[config.mk]
export PLATFORM = sky130hd
export DESIGN_NAME = imm_extend_unit
export DESIGN_NICKNAME = d
export VERILOG_FILES = /design/src/rtl/imm_pkg.sv /design/src/rtl/imm_extend_comb.sv /design/src/rtl/imm_extend_unit.sv
export SDC_FILE = /design/constraint.sdc
export NUM_CORES = 1
export LEC_CHECK = 0
export ABC_CLOCK_PERIOD_IN_PS = 2080
export CORE_MARGIN = 8
export CORE_UTILIZATION = 47
export DETAILED_ROUTE_END_ITERATION = 8
export PLACE_DENSITY = 0.79
export SLEW_MARGIN = 20
export SYNTH_ARGS = -nofsm -noshare
export SYNTH_HDL_FRONTEND = slang
export SYNTH_HIERARCHICAL = 1
export SYNTH_SLANG_ARGS = --single-unit
[constraint.sdc]
create_clock -name clk -period 2.08 [get_ports clk]
set_input_delay 0.312 -clock clk [delete_from_list [all_inputs] [get_ports clk]]
set_output_delay 0.312 -clock clk [all_outputs]
set_load 0.02 [all_outputs]
[src/rtl/imm_pkg.sv]
// Shared types for the immediate-extension stage: mode encoding and prefix FSM states.
package imm_pkg;

    // Extension mode carried with every transaction; codes 5-7 are reserved.
    typedef enum logic [2:0] {
        MODE_SEXT      = 3'd0,
        MODE_ZEXT      = 3'd1,
        MODE_SEXT_SHL1 = 3'd2,
        MODE_LUI       = 3'd3,
        MODE_PREFIX    = 3'd4,
        MODE_RSVD5     = 3'd5,
        MODE_RSVD6     = 3'd6,
        MODE_RSVD7     = 3'd7
    } imm_mode_t;

    // Prefix tracking: ARMED means the next non-prefix op takes its upper bits from pfx_reg.
    typedef enum logic {
        PFX_IDLE  = 1'b0,
        PFX_ARMED = 1'b1
    } pfx_state_t;

    // True for the reserved mode codes, which are computed as SEXT but flagged.
    function automatic logic mode_is_reserved(input imm_mode_t mode);
        logic rsvd;
        case (mode)
            MODE_SEXT, MODE_ZEXT, MODE_SEXT_SHL1, MODE_LUI, MODE_PREFIX: rsvd = 1'b0;
            default:                                                     rsvd = 1'b1;
        endcase
        return rsvd;
    endfunction

endpackage

[src/rtl/imm_extend_comb.sv]
// Pure combinational widening of an immediate according to its mode, with
// optional substitution of a stored prefix for the upper bits.
module imm_extend_comb
    import imm_pkg::*;
#(
    parameter int IN_W  = 7,
    parameter int OUT_W = 16
) (
    input  logic [IN_W-1:0]       imm,
    input  imm_mode_t             mode,
    input  logic                  pfx_armed,
    input  logic [OUT_W-IN_W-1:0] pfx,
    output logic [OUT_W-1:0]      value,
    output logic                  err
);

    localparam int PFX_W = OUT_W - IN_W;

    logic [OUT_W-1:0] sext_s;
    logic [OUT_W-1:0] mode_val_s;

    assign sext_s = {{PFX_W{imm[IN_W-1]}}, imm};

    // Select the mode-table result; reserved codes fall back to sign extension.
    always_comb begin
        mode_val_s = sext_s;
        case (mode)
            MODE_SEXT:      mode_val_s = sext_s;
            MODE_ZEXT:      mode_val_s = {{PFX_W{1'b0}}, imm};
            MODE_SEXT_SHL1: mode_val_s = {sext_s[OUT_W-2:0], 1'b0};
            MODE_LUI:       mode_val_s = {imm, {PFX_W{1'b0}}};
            MODE_PREFIX:    mode_val_s = sext_s;
            default:        mode_val_s = sext_s;
        endcase
    end

    // An armed prefix overrides the mode bits entirely; the error flag still tracks the mode.
    assign value = pfx_armed ? {pfx, imm} : mode_val_s;
    assign err   = mode_is_reserved(mode);

endmodule

[src/rtl/imm_extend_unit.sv]
// Registered immediate-generation stage: prefix FSM, prefix register and
// output register with valid/ready handshakes on both sides.
module imm_extend_unit
    import imm_pkg::*;
#(
    parameter int IN_W  = 7,
    parameter int OUT_W = 16
) (
    input  logic                  clk,
    input  logic                  rst_n,
    input  logic                  flush,
    input  logic                  in_valid,
    output logic                  in_ready,
    input  logic [IN_W-1:0]       in_imm,
    input  logic [2:0]            in_mode,
    input  logic [OUT_W-IN_W-1:0] in_pfx,
    output logic                  out_valid,
    input  logic                  out_ready,
    output logic [OUT_W-1:0]      out_imm,
    output logic                  out_pfx_used,
    output logic                  out_err
);

    localparam int PFX_W = OUT_W - IN_W;

    pfx_state_t       state_r;
    logic [PFX_W-1:0] pfx_r;
    logic             out_valid_r;
    logic [OUT_W-1:0] out_imm_r;
    logic             out_pfx_used_r;
    logic             out_err_r;

    imm_mode_t        mode_s;
    logic             in_ready_s;
    logic             accept_s;
    logic             is_prefix_s;
    logic             armed_s;
    logic [OUT_W-1:0] value_s;
    logic             err_s;

    assign mode_s      = imm_mode_t'(in_mode);
    assign in_ready_s  = rst_n && !flush && (!out_valid_r || out_ready);
    assign accept_s    = in_valid && in_ready_s;
    assign is_prefix_s = (mode_s == MODE_PREFIX);
    assign armed_s     = (state_r == PFX_ARMED);

    imm_extend_comb #(
        .IN_W  (IN_W),
        .OUT_W (OUT_W)
    ) u_comb (
        .imm       (in_imm),
        .mode      (mode_s),
        .pfx_armed (armed_s),
        .pfx       (pfx_r),
        .value     (value_s),
        .err       (err_s)
    );

    // Prefix FSM and output register; flush discards pending work and any armed prefix.
    always_ff @(posedge clk or negedge rst_n) begin
        if (!rst_n) begin
            state_r        <= PFX_IDLE;
            pfx_r          <= {PFX_W{1'b0}};
            out_valid_r    <= 1'b0;
            out_imm_r      <= {OUT_W{1'b0}};
            out_pfx_used_r <= 1'b0;
            out_err_r      <= 1'b0;
        end else if (flush) begin
            state_r     <= PFX_IDLE;
            pfx_r       <= {PFX_W{1'b0}};
            out_valid_r <= 1'b0;
        end else if (accept_s && is_prefix_s) begin
            // Accept implies the output register is empty or draining this cycle.
            state_r     <= PFX_ARMED;
            pfx_r       <= in_pfx;
            out_valid_r <= 1'b0;
        end else if (accept_s) begin
            state_r        <= PFX_IDLE;
            out_valid_r    <= 1'b1;
            out_imm_r      <= value_s;
            out_pfx_used_r <= armed_s;
            out_err_r      <= err_s;
        end else if (out_ready) begin
            out_valid_r <= 1'b0;
        end else begin
            out_valid_r <= out_valid_r;
        end
    end

    assign in_ready     = in_ready_s;
    assign out_valid    = out_valid_r;
    assign out_imm      = out_imm_r;
    assign out_pfx_used = out_pfx_used_r;
    assign out_err      = out_err_r;

endmodule

; Word-level counts from Yosys, hierarchy flattened
; Cells that the tools add are included.
[word_totals]
regBits = 29
latch_bits = 0
ramBits = 0
rom_bits = 0
elab_cells = 37
n_memories = 0
[classes]
n_addsub = 0
multipliers = 0
div_mod_pow = 0
order_cmp = 0
eq_ne = 4
shifts = 0
n_mux = 12
n_bitwise = 2
reduce_logical = 13
[op_table]
columns = cell, count
row1 = 16-bit case mux with 3 select lines, 1
row2 = 9-bit two-way mux, 2
row3 = 16-bit two-way mux, 1
row4 = 1-bit two-way mux, 8
row5 = 3-bit by 2-bit equality test with 1-bit output (second input constant), 2
row6 = 5-bit OR reduction, 1
row7 = 1-bit logical AND, 4
row8 = 4-bit nonzero test, 1
row9 = 3-bit by 1-bit equality test with 1-bit output (second input constant), 1
row10 = 3-bit equality test (second input constant), 1
row11 = 3-bit zero test, 1
row12 = 3-bit AND reduction, 1
row13 = 3-bit nonzero test, 1
row14 = 1-bit zero test, 2
row15 = 1-bit NOT, 2
row16 = 2-bit nonzero test, 1
row17 = 1-bit logical OR, 1

; Depth between registers and ports, before layout
; Gate-level depths: netlist of run 1.
[logic_depth]
ltp_word = 7
mapped_depth = 6

; Hierarchy
; Netlist of run 1, hierarchy kept.
[modules_own_cells]
columns = mod, instances, cells_per_inst, area_per_inst_um2
row1 = imm_extend_unit, 1, 78, 1244.9
row2 = imm_extend_comb, 1, 38, 266.5

; Worst setup path before layout of run 1
; No wires, ideal clock.
[synth_path]
kind = register to register
from = reg out_valid_r, in the netlist out_valid
to = reg out_err_r, in the netlist out_err
setup_ps = 125
t_arrival_ps = 1347
required_ps = 1955
setup_slack_ps = 608
path_stages_with_launch = 5
cell_sequence = dfrtp_1 -> nand2b_1 -> nand4_4 -> buf_12 -> mux2_4
[synth_via]
elab_chain_len = 7
[synth_lines]
columns = item, line_no
row1 = from (decl), imm_extend_unit.sv:28  ; logic out_valid_r;
row2 = from (signal assigned), imm_extend_unit.sv:86  ; out_valid_r <= out_valid_r;
row3 = 1-bit zero test *, imm_extend_unit.sv:42  ; assign in_ready_s = rst_n && !flush && (!out_valid_r || out_ready);
row4 = 1-bit logical OR *, imm_extend_unit.sv:42
row5 = 1-bit logical AND *, imm_extend_unit.sv:42
row6 = 1-bit logical AND *, imm_extend_unit.sv:43  ; assign accept_s = in_valid && in_ready_s;
row7 = 1-bit logical AND, imm_extend_unit.sv:72  ; end else if (accept_s && is_prefix_s) begin
row8 = 1-bit NOT (no source line), --
row9 = 3-bit AND reduction (no source line) *, --
row10 = to (signal assigned), imm_extend_unit.sv:82  ; out_err_r <= err_s;
row11 = to (decl), imm_extend_unit.sv:31  ; logic out_err_r;
; Every way passes the cells marked *; elsewhere a longest branch is shown, timed or not.
; A chain may end at the register's enable or synchronous reset.

; Worst setup path after layout of run 1
[layout_path]
from = in in_mode[1]
to = reg out_imm_r[0], in the netlist out_imm[0]
[layout_via]
elab_cells_between_ends = 9
cone_classes = 4 x eq/ne / 2 x mux / 1 x bitwise / 2 x reduce/logical
[layout_rtl]
columns = item, line_no
row1 = from (decl), imm_extend_unit.sv:15  ; input logic [2:0] in_mode,
row2 = 3-bit by 2-bit equality test with 1-bit output or 3-bit by 1-bit equality test with 1-bit output (tied branches), imm_extend_comb.sv:27  ; case (mode)
row3 = 16-bit case mux with 3 select lines *, imm_extend_comb.sv:27
row4 = 16-bit two-way mux *, imm_extend_comb.sv:38  ; assign value = pfx_armed ? {pfx, imm} : mode_val_s;
row5 = via value_s[0], imm_extend_unit.sv:38  ; logic [OUT_W-1:0] value_s;
row6 = to (signal assigned), imm_extend_unit.sv:65  ; out_imm_r <= {OUT_W{1'b0}};
row7 = to (signal assigned), imm_extend_unit.sv:80  ; out_imm_r <= value_s;
row8 = to (decl), imm_extend_unit.sv:29  ; logic [OUT_W-1:0] out_imm_r;
; Mark *: on every way through the listed nets, which the timed path passes. The rest lies on a longest branch.

==> results of run 1 <==
==> Yosys cell counts (2+ instances only) <==
master and number:
buf_6 2, inv_1 2, dfrtp_1 29, o21ai_2 4, o21ai_1 2, or3b_4 2, a221o_1 6, nor2b_1 9
a21o_1 2, nand2_1 13, mux2_2 18, mux2_4 9
==> where the power goes <==
part | total, mW | switching (mW) | leakage [nW] | internal, mW
Sequential | 0.688 | 0.0439 | 0.375 | 0.644
Combinational | 0.517 | 0.227 | 0.587 | 0.290
Clock | 0.346 | 0.187 | 0.0314 | 0.159
==> per-layer routing <==
layer	vias to the layer above	wire, um
met5	-	0
met4	0	20
met3	2	279
met2	37	1701
met1	532	1590
li1	521	-
==> final timing paths <==
check	cells past startpoint	slack, ns	to
worst max register to register	3	0.60	out_imm[0]
worst min-delay path	2	0.41	out_imm[14]
min in group clk	1	0.51	out_imm[4]
worst max-delay path	4	0.39	out_imm[0]
worst min register to register	1	0.51	out_imm[4]
max in group asynchronous	2	1.39	armed_s
==> layout by cell type (no fill, tap or decap), types with 2 or more instances in the layout <==
master	instances
a21o_1	2
a221o_1	6
buf_12	2
buf_4	6
clkbuf_4	5
clkdlybuf4s50_1	42
dfrtp_1	29
inv_1	2
mux2_2	18
mux2_4	9
nand2_1	13
nor2b_1	9
o21ai_1	2
o21ai_2	4
or3b_4	2
==> final cells by class <==
cell class                 count  share of cell area, %
clock buffer                   7                  2.639
inverter                       3                 0.5399
multi-input combinational     79                  34.55
sequential                    29                  34.79
tap                           44                  2.639
timing repair buffer          51                  24.84
==> cells by family (layout without fill, tap and decap cells) <==
| logic type | Yosys count | after routing |
|---|---|---|
| compound gates | 19 | 19 |
| buf+inv | 8 | 61 |
| flops | 29 | 29 |
| mux | 27 | 27 |
| simple gates | 33 | 33 |
==> registers in the layout, summed over array words and instances (netlist names) <==
| register | count |
|---|---|
| out_imm | 16 |
| pfx_r | 9 |
| out_valid | 1 |
| armed_s | 1 |
| out_err | 1 |
| out_pfx_used | 1 |
==> metrics by stage <==
step / cells / instance area (um2)
final: 213 / 2086
after global routing: 213 / 2086
after CTS: 213 / 2083
after detailed placement: 206 / 2028
after global placement: 206 / 2028
after floorplan: 116 / 1511
==> worst max-delay path, cell delays in order <==
cell	delay, ns
clkdlybuf4s50_1	0.57
or3b_4	0.51
and2_2	0.23
mux2_4	0.26
==> timing repair <==
item / 4_1_cts / 5_1_grt
resized for setup: 0 / 1
endpoints found under the setup margin: 0 / 1
hold buffers: 0 / 0
==> results.yml, run 1 <==
finish:
  n_antenna_cell: 0
  fillers: 246
  fin_util_pct: 68.32
  synthToLayoutAreaGrowth_pct: 38.00
  multi_input_area_um2: 720.7
  drive_above_1_share_pct: 31.95
  final_nets: 193
  seq_area_um2: 725.7
yosys:
  synth_cell_type_count: 30
  async_reset_ff_share_pct: 100.0
  syn_inst: 116
  avgSynthCellArea_um2: 13.03
  synth-seq-cells: 29
  synth_ff_type: "dfrtp_1"
  synth_top_cell_by_area: "dfrtp_1"
  synth-seq-area-share_pct: 48.01
  yosysWarnings: 6
  synth_top_family_by_area: "multiplexers"
  synth_top_area_share_pct: 48.01
  synth_edf_count: 0
  synth_area_mm2: 0.001511
  synth_xor_area_share_pct: 0
  syn_nets: 140
  synth-adder-area-share_pct: 0
  synth_area_leaders: "dfrtp_1 48%, mux2_2 13%, mux2_4 8.9%, a221o_1 4.0%, nor2b_1 3.7%"
  synth_compound_area_share_pct: 10.68
  synth.area.mux_share_pct: 22.35
  synthSimpleGateAreaFrac_pct: 14.65
global_route:
  met3_usage_pct: 6.319
  grt_use_total_pct: 14.92
  antenna_found_initial: 0
  grt.met2_usage_pct: 24.06
  grt_max_degree: 31
  grt_pass1_wl_um: 6189
  busiest_layer: "met2"
  grt_util_met1_pct: 17.67
  globalRoute.totalOverflow: 0
  grt_pass1_vias: 1266
floorplanning:
  dieArea_mm2: 0.005287
  die_width_um: 72.71
  die_h_um: 72.71
  core_mm2: 0.003053
  num_io_pins: 44
  rows: 20
  initial_core_util_pct: 49.51
timing:
  fin_skew_ns: 0.01036
  timing.fmax_ghz: 0.5932
  setup-tns-final_ns: 0
  setup_viol: 0
  finalHoldViolCount: 0
  period_minus_slack_ns: 1.686
  whs_ns: 0.4142
  maxSlewHeadroom_pct: 75.29
  fin_ws_ns: 0.3941
  worst_pin_slew_ns: 0.3707
  finalMaxSlewViolations: 0
  fin_crit_sh_pct: 81.05
  rsz0062_at_grt: "no"
setup_path:
  cp-end-kind: "flop"
  worstPathRequired_ns: 2.29
  rr_startpoint: "armed_s"
  critical_path_class: "in2reg"
  critPathMaxFanout: 14
  cp_data_arrival_time_ns: 1.89
  cp-start-kind: "primary input"
  crit_start: "in_mode[1]"
placed_design:
  hpwlAfterDp_um: 2652
  gp_congestion: 0.8121
  io_buffers: 43
  dp_slack_ns: 0.05087
route:
  dr.pass1.iters: 4
  via_per_inst: 5.127
  ant_nets: 0
  drtIter0Drc: 50
  wl_per_cell_um: 16.86
  via_count: 1092
  drc: 0
  drt-total-wl_um: 3592
clock_network:
  clkSinkCount: 29
  clock-root-buffer: "clkbuf_4"
  path_clk_slew_ns: 0.09
  htree_levels: 2
  cts_made_buffers: 5
  clock_latency_ns: 0.32
  cts_tree: "done"
  clock_path_buffers: 2
  cts_setup_buffers: 0
worst_hold_path:
  hold_path_class: "in2async"
pwr:
  powerDensity_mw_per_mm2: 743.6
  fin_total_pwr_mw: 1.551
  ir_drop_mv: 0.3957
  power_leakage_nw: 0.9940
flow_run:
  cap_violations: 0
run_status:
  status: "completed"
Note: power is estimated with default switching activity, not from simulation.
==> run 2: changes to the inputs <==
--- a/config.mk
+++ b/config.mk
@@ -5,11 +5,11 @@
 export SDC_FILE = /design/constraint.sdc
 export NUM_CORES = 1
 export LEC_CHECK = 0
-export ABC_CLOCK_PERIOD_IN_PS = 2080
+export ABC_CLOCK_PERIOD_IN_PS = 1400
 export CORE_MARGIN = 8
-export CORE_UTILIZATION = 47
+export CORE_UTILIZATION = 42
 export DETAILED_ROUTE_END_ITERATION = 8
-export PLACE_DENSITY = 0.79
+export PLACE_DENSITY = 0.75
 export SLEW_MARGIN = 20
 export SYNTH_ARGS = -nofsm -noshare
 export SYNTH_HDL_FRONTEND = slang
==> constraint.sdc (replaced) <==
create_clock -name clk -period 1.4 [get_ports clk]
set_input_delay 0.21 -clock clk [delete_from_list [all_inputs] [get_ports clk]]
set_output_delay 0.21 -clock clk [all_outputs]
set_load 0.02 [all_outputs]
==> run 2 against run 1 <==
- the run now ends with negative setup slack left
- hold slack got worse by 0.12 ns
- core utilization shrank 3.2 points
- clock-buffer cell count unchanged
- sequential power is 48% higher
- routed wire length grew 7.6%
- final cell count grew 6.6%
- worst setup slack got worse by 0.45 ns
- power increased by 50%
- critical path type is now reg2reg
- critical endpoint is now out_imm[12]
==> results.yml, run 2 (synthesized netlist as in run 1, its figures left out) <==
run_status:
  status: "finished with violations"
  violations: "negative setup slack"
setup_path:
  cp.depth: 4
  crit_start: "armed_s"
  cp_top_family: "simple AND/OR/NAND/NOR gates"
  worstRegToRegCells: 4
  ff2ff_setup_slack_ns: -0.06
  cpPeakStageDelay_ns: 0.47
  regToRegEndpoint: "out_imm[12]"
  worstPathRequired_ns: 1.67
  critical_path_class: "reg2reg"
  critPathMaxFanout: 6
  worstPathCellList: "or3b_4, nor2_4, a221o_1, mux2_4"
  rr_startpoint: "armed_s"
  cp-end-kind: "flop"
  cp-start-kind: "flop"
  cp_data_arrival_time_ns: 1.73
  timing.critical_path.to: "out_imm[12]"
  critical_path_buf_inv_count: 0
  cp_slowest_cell: "or3b_4"
global_route:
  grt_max_degree: 31
  globalRoute.totalOverflow: 0
  grt_pass1_wl_um: 6541
  antenna_found_initial: 0
  grt_pass1_vias: 1340
  grt_use_total_pct: 14.08
timing:
  maxSlewHeadroom_pct: 75.16
  worst_pin_slew_ns: 0.3726
  setup_viol: 11
  period_minus_slack_ns: 1.459
  rsz0062_at_grt: "yes"
  fin_skew_ns: 0.005312
  fin_ws_ns: -0.05905
  fin_crit_sh_pct: 104.2
  finalMaxSlewViolations: 0
  timing.fmax_ghz: 0.6854
  finalHoldViolCount: 0
clock_network:
  clkSinkCount: 29
  hold_buffers: 0
  cts_tree: "done"
  clock_latency_ns: 0.33
  cts_setup_buffers: 0
  htree_levels: 2
  cts_made_buffers: 5
  clock_path_buffers: 2
  clock-root-buffer: "clkbuf_4"
  path_clk_slew_ns: 0.09
pwr:
  powerDensity_mw_per_mm2: 1053
  fin_total_pwr_mw: 2.325
  power_leakage_nw: 1.117
  ir_drop_mv: 0.6708
route:
  drtIter0Drc: 69
  via_per_inst: 5.207
  drt-total-wl_um: 3864
  via_count: 1182
  drc: 0
  dr.pass1.iters: 4
  wl_per_cell_um: 17.02
  ant_nets: 0
placed_design:
  gp_congestion: 0.8095
  place_area_mm2: 0.002096
  io_buffers: 43
  hpwlAfterDp_um: 2777
floorplanning:
  core_mm2: 0.003390
  initial_core_util_pct: 44.59
  rows: 21
  die_width_um: 75.99
  num_io_pins: 44
  dieArea_mm2: 0.005774
  die_h_um: 75.99
flow_run:
  cap_violations: 0
finish:
  layout_commonest_cell: "dfrtp_1"
  drive_above_1_share_pct: 41.99
  largest_reg_flops: 16
  fin_area_mm2: 0.002207
  synthToLayoutAreaGrowth_pct: 46.03
  final_nets: 204
  n_antenna_cell: 0
  final_cell_mix: "29 x dfrtp_1, 22 x dlygate4sd2_1, 20 x clkdlybuf4s50_1"
worst_hold_path:
  hold_path_class: "in2async"
## run 2: cell types whose count changed in the layout (fill, tap and decap cells not counted), sizes merged
cell	delta
clkinv	+1
clkdlybuf4s50	-22
dlygate4sd2	+22
dlymetal6s2s	-1
or3b	+1
clkbuf	+1
buf	+10
## run 2: worst min path at each step
| stage | from | end |
|---|---|---|
| final | rst_n | out_pfx_used |
| after detailed placement | out_imm[5] | out_imm[5] |
| after CTS | rst_n | out_pfx_used |
| after global placement | out_imm[6] | out_imm[6] |
| after floorplan | rst_n | armed_s |
| after global routing | rst_n | out_err |
## run 2: per-stage QoR
stage / util, % / TNS, ns / hold slack (ns) / worst slack [ns] / std cells
after detailed placement: 61.83 / -12.14 / 0.4965 / -0.4903 / 217
after floorplan: - / -0.2238 / -0.08559 / -0.02828 / 116
after CTS: 64.67 / -0.2023 / 0.3024 / -0.03900 / 227
after global placement: 61.83 / -11.87 / 0.4913 / -0.4826 / 217
after global routing: 65.12 / -0.7191 / 0.3209 / -0.09937 / 227
final: 65.12 / -0.3266 / 0.2984 / -0.05905 / 227
## run 2: repair_timing
item,4_1_cts,5_1_grt
pin swaps,10,6
gates cloned,2,0
gates resized for setup,32,10
setup endpoints to repair,47,18
## run 2: worst register-to-register path, delay by kind of cell (launching register included)
family / cells / cell delay, ns
DFF: 1 / 0.42
muxes: 1 / 0.14
and+or+nand+nor: 2 / 0.65
AOI/OAI and AO/OA: 1 / 0.19
## run 2: report_power, final
part | internal [mW] | switching, mW | leakage (nW)
clock network | 0.291 | 0.283 | 0.0413
logic | 0.380 | 0.349 | 0.701
registers | 0.956 | 0.0658 | 0.375
total | 1.63 | 0.698 | 1.12
## run 2: cell type report
type / instances / area [um2]
fillers: 262 / 1182
multi-input cells: 80 / 768.2
well taps: 46 / 57.56
clock inverters: 1 / 5.005
clock buffers: 7 / 65.06
inverters: 3 / 11.26
repair buffers: 61 / 574.3
flip-flops and latches: 29 / 725.7
## run 2: routing by layer
layer | track usage (%) | part of all wire, % | vias up | routed length [um]
li1 | - | - | 547 | -
met3 | 5.307 | 7.7 | 10 | 297
met4 | 6.667 | 2.7 | 0 | 104
met1 | 16.47 | 41 | 574 | 1600
met2 | 22.11 | 48 | 51 | 1862
met5 | 0 | 0 | - | 0
==> run 3: changes to the inputs <==
--- a/config.mk
+++ b/config.mk
@@ -5,11 +5,13 @@
 export SDC_FILE = /design/constraint.sdc
 export NUM_CORES = 1
 export LEC_CHECK = 0
+export ABC_AREA = 1
 export ABC_CLOCK_PERIOD_IN_PS = 1400
 export CORE_MARGIN = 8
-export CORE_UTILIZATION = 42
+export CORE_UTILIZATION = 43
+export CTS_CLUSTER_DIAMETER = 60
 export DETAILED_ROUTE_END_ITERATION = 8
-export PLACE_DENSITY = 0.75
+export PLACE_DENSITY = 0.76
 export SLEW_MARGIN = 20
 export SYNTH_ARGS = -nofsm -noshare
 export SYNTH_HDL_FRONTEND = slang
==> run 3 against run 2 <==
- maximum frequency increased by 13%
- critical endpoint is now out_imm[14]
- the run now ends clean
- global-route usage is 0.70 points lower
- clock power is 16% higher
- hold slack got worse by 0.24 ns
- synthesized area increased by 5.7%
- routed wire length down 4.7%
- largest power group unchanged
- combinational power is 12% lower
- non-clock buffer count fell by 5
- final area decreased by 0.28%
- final cell count rose by 31%
==> results.yml, run 3 <==
yosys:
  syn_nets: 218
  async_reset_ff_share_pct: 100.0
  synth-adder-area-share_pct: 0
  synth_top_cell_by_area: "dfrtp_1"
  syn_inst: 194
  synth_compound_area_share_pct: 10.96
  synth_top_area_share_pct: 45.42
  synth_ff_type: "dfrtp_1"
  yosysMostFrequentCell: "nand2_1"
  synth-seq-cells: 29
  synth_edf_count: 0
  synthSimpleGateAreaFrac_pct: 34.14
  synth.area.mux_share_pct: 0
  synth_top_family_by_area: "simple AND/OR/NAND/NOR gates"
  synth-seq-area-share_pct: 45.42
  synth_xor_area_share_pct: 0
  avgSynthCellArea_um2: 8.236
  synthTopCellsByCount: "63 x nand2_1, 29 x dfrtp_1, 21 x inv_1, 20 x nand3_1, 18 x o21ai_2"
  synth_cell_type_count: 22
  synth_area_leaders: "dfrtp_1 45%, nand2_1 15%, o21ai_2 9.9%, nand3_1 6.3%, nand4_1 6.3%"
  synth_area_mm2: 0.001598
  yosysWarnings: 6
clock_network:
  cts_setup_buffers: 0
  cts_tree: "done"
  htree_levels: 2
  clkSinkCount: 29
  clock-root-buffer: "clkbuf_8"
  path_clk_slew_ns: 0.06
  hold_buffers: 0
  clock_path_buffers: 2
  cts_made_buffers: 5
  clock_latency_ns: 0.28
setup_path:
  critPathMaxFanout: 10
  critical_path_class: "reg2reg"
  cp_data_arrival_time_ns: 1.46
  rr_startpoint: "armed_s"
  ff2ff_setup_slack_ns: 0.11
  timing.critical_path.to: "out_imm[14]"
  regToRegEndpoint: "out_imm[14]"
  cp-start-kind: "flop"
  crit_start: "armed_s"
  worstPathRequired_ns: 1.57
  cp-end-kind: "flop"
  worstRegToRegCells: 5
pwr:
  p_int_mw: 1.555
  power_leakage_nw: 1.156
  powerDensity_mw_per_mm2: 1042
  p_comb_share_pct: 27.9
  switching_power_mw: 0.7398
  ir_drop_mv: 0.4733
  fin_total_pwr_mw: 2.294
  p_seq_share_pct: 43.1
  power.share.clock_pct: 29.0
  swShare_pct: 32.25
finish:
  n_antenna_cell: 0
  largest_reg_flops: 16
  layout_commonest_cell: "nand2_1"
  drive_above_1_share_pct: 20.80
  final_cell_mix: "63 x nand2_1, 29 x dfrtp_1, 22 x clkdlybuf4s50_1"
  fillers: 334
  final_nets: 273
  synthToLayoutAreaGrowth_pct: 37.74
placed_design:
  hpwlAfterDp_um: 2785
  gp_congestion: 0.8914
  io_buffers: 43
route:
  dr.pass1.iters: 4
  drtIter0Drc: 92
  drc: 0
  ant_nets: 0
  via_count: 1440
  wl_per_cell_um: 12.35
  drt-total-wl_um: 3681
  via_per_inst: 4.832
floorplanning:
  num_io_pins: 44
  die_width_um: 76.96
  die_h_um: 76.96
  initial_core_util_pct: 44.31
  core_mm2: 0.003606
  rows: 22
  dieArea_mm2: 0.005922
timing:
  timing.fmax_ghz: 0.7761
  setup_viol: 0
  rsz0062_at_grt: "no"
  fin_crit_sh_pct: 92.03
  period_minus_slack_ns: 1.288
  setup-tns-final_ns: 0
  finalHoldViolCount: 0
  finalMaxSlewViolations: 0
  fin_skew_ns: 0.005694
  maxSlewHeadroom_pct: 75.45
  worst_pin_slew_ns: 0.3682
global_route:
  grt_use_total_pct: 13.38
  antenna_found_initial: 0
  grt_max_degree: 38
  grt_pass1_vias: 1471
  grt_util_met1_pct: 15.43
  globalRoute.totalOverflow: 0
  met3_usage_pct: 5.361
  busiest_layer: "met2"
  grt.met2_usage_pct: 20.39
  grt_pass1_wl_um: 6479
run_status:
  status: "completed"
flow_run:
  cap_violations: 0
worst_hold_path:
  hold_path_class: "in2async"
## run 3: changes by cell type after synthesis, moves of 4 or more
cell	change
a221o_1	-6
buf_2	+4
inv_1	+19
mux2_2	-18
mux2_4	-9
nand2_1	+50
nand3_1	+20
nand4_1	+16
nor2b_1	-9
o21ai_2	+14
## run 3: kinds of logic (layout without fill, tap and decap cells)
group | count (synthesis) | in the layout
AO/OA/AOI/OAI | 21 | 21
buffers and inverters | 33 | 89
flip-flops | 29 | 29
AND/OR/NAND/NOR | 111 | 111
## run 3: layout make-up
cell class / count / area, um2 / area share (%)
clock inverter: 2 / 10.01 / 0.4548
sequential: 29 / 725.7 / 32.97
tap: 48 / 60.06 / 2.729
timing repair buffer: 56 / 518.0 / 23.54
inverter: 25 / 93.84 / 4.264
clock buffer: 6 / 72.57 / 3.297
multi-input combinational: 132 / 720.7 / 32.75
## run 3: metrics by stage
stage	cell area [um2]	cells	setup slack (ns)	utilization [%]	hold slack [ns]
final	2201	298	0.1116	61.03	0.05804
after global routing	2201	298	0.005856	61.03	0.08303
after CTS	2195	298	0.01170	60.86	0.4419
after detailed placement	2141	290	-0.3790	59.37	0.4679
after global placement	2141	290	-0.3899	59.37	0.4642
after floorplan	1598	194	0.1703	-	-0.08559
## run 3: power groups by stage
stage / Clock, mW / Sequential (mW) / Combinational, mW
after floorplan: 0 / 1.13 / 0.240
after global placement: 0 / 1.00 / 0.714
after detailed placement: 0 / 1.01 / 0.719
after CTS: 0.683 / 0.990 / 0.650
after global routing: 0.723 / 1.00 / 0.704
final: 0.666 / 0.988 / 0.640
## run 3: how the worst min path moves through the flow
| stage | startpoint | to | slack, ns |
|---|---|---|---|
| floorplan | rst_n | armed_s | -0.09 |
| global placement | out_imm[3] | out_imm[3] | 0.46 |
| detailed placement | out_imm[3] | out_imm[3] | 0.47 |
| CTS | rst_n | out_imm[1] | 0.44 |
| global route | rst_n | out_imm[3] | 0.08 |
| finish | rst_n | out_imm[1] | 0.06 |
## run 3: timing repair
| item | in CTS | in global routing |
|---|---|---|
| gates resized for setup | 23 | 2 |
| gates cloned | 0 | 0 |
| setup endpoints to repair | 20 | 27 |
## run 3: worst max-delay path, stage by stage (launching register included)
cell and delay (ns):
dfrtp_1 0.41, clkinv_1 0.27, nand3_2 0.24, nand3_1 0.11, inv_1 0.08, o21ai_2 0.05
## run 3: layer usage
layer	vias up	share of wire, %	routed length, um
li1	740	-	-
met1	645	47	1722
met2	47	44	1606
met3	8	7.0	259
met4	0	2.5	93
met5	-	0	0
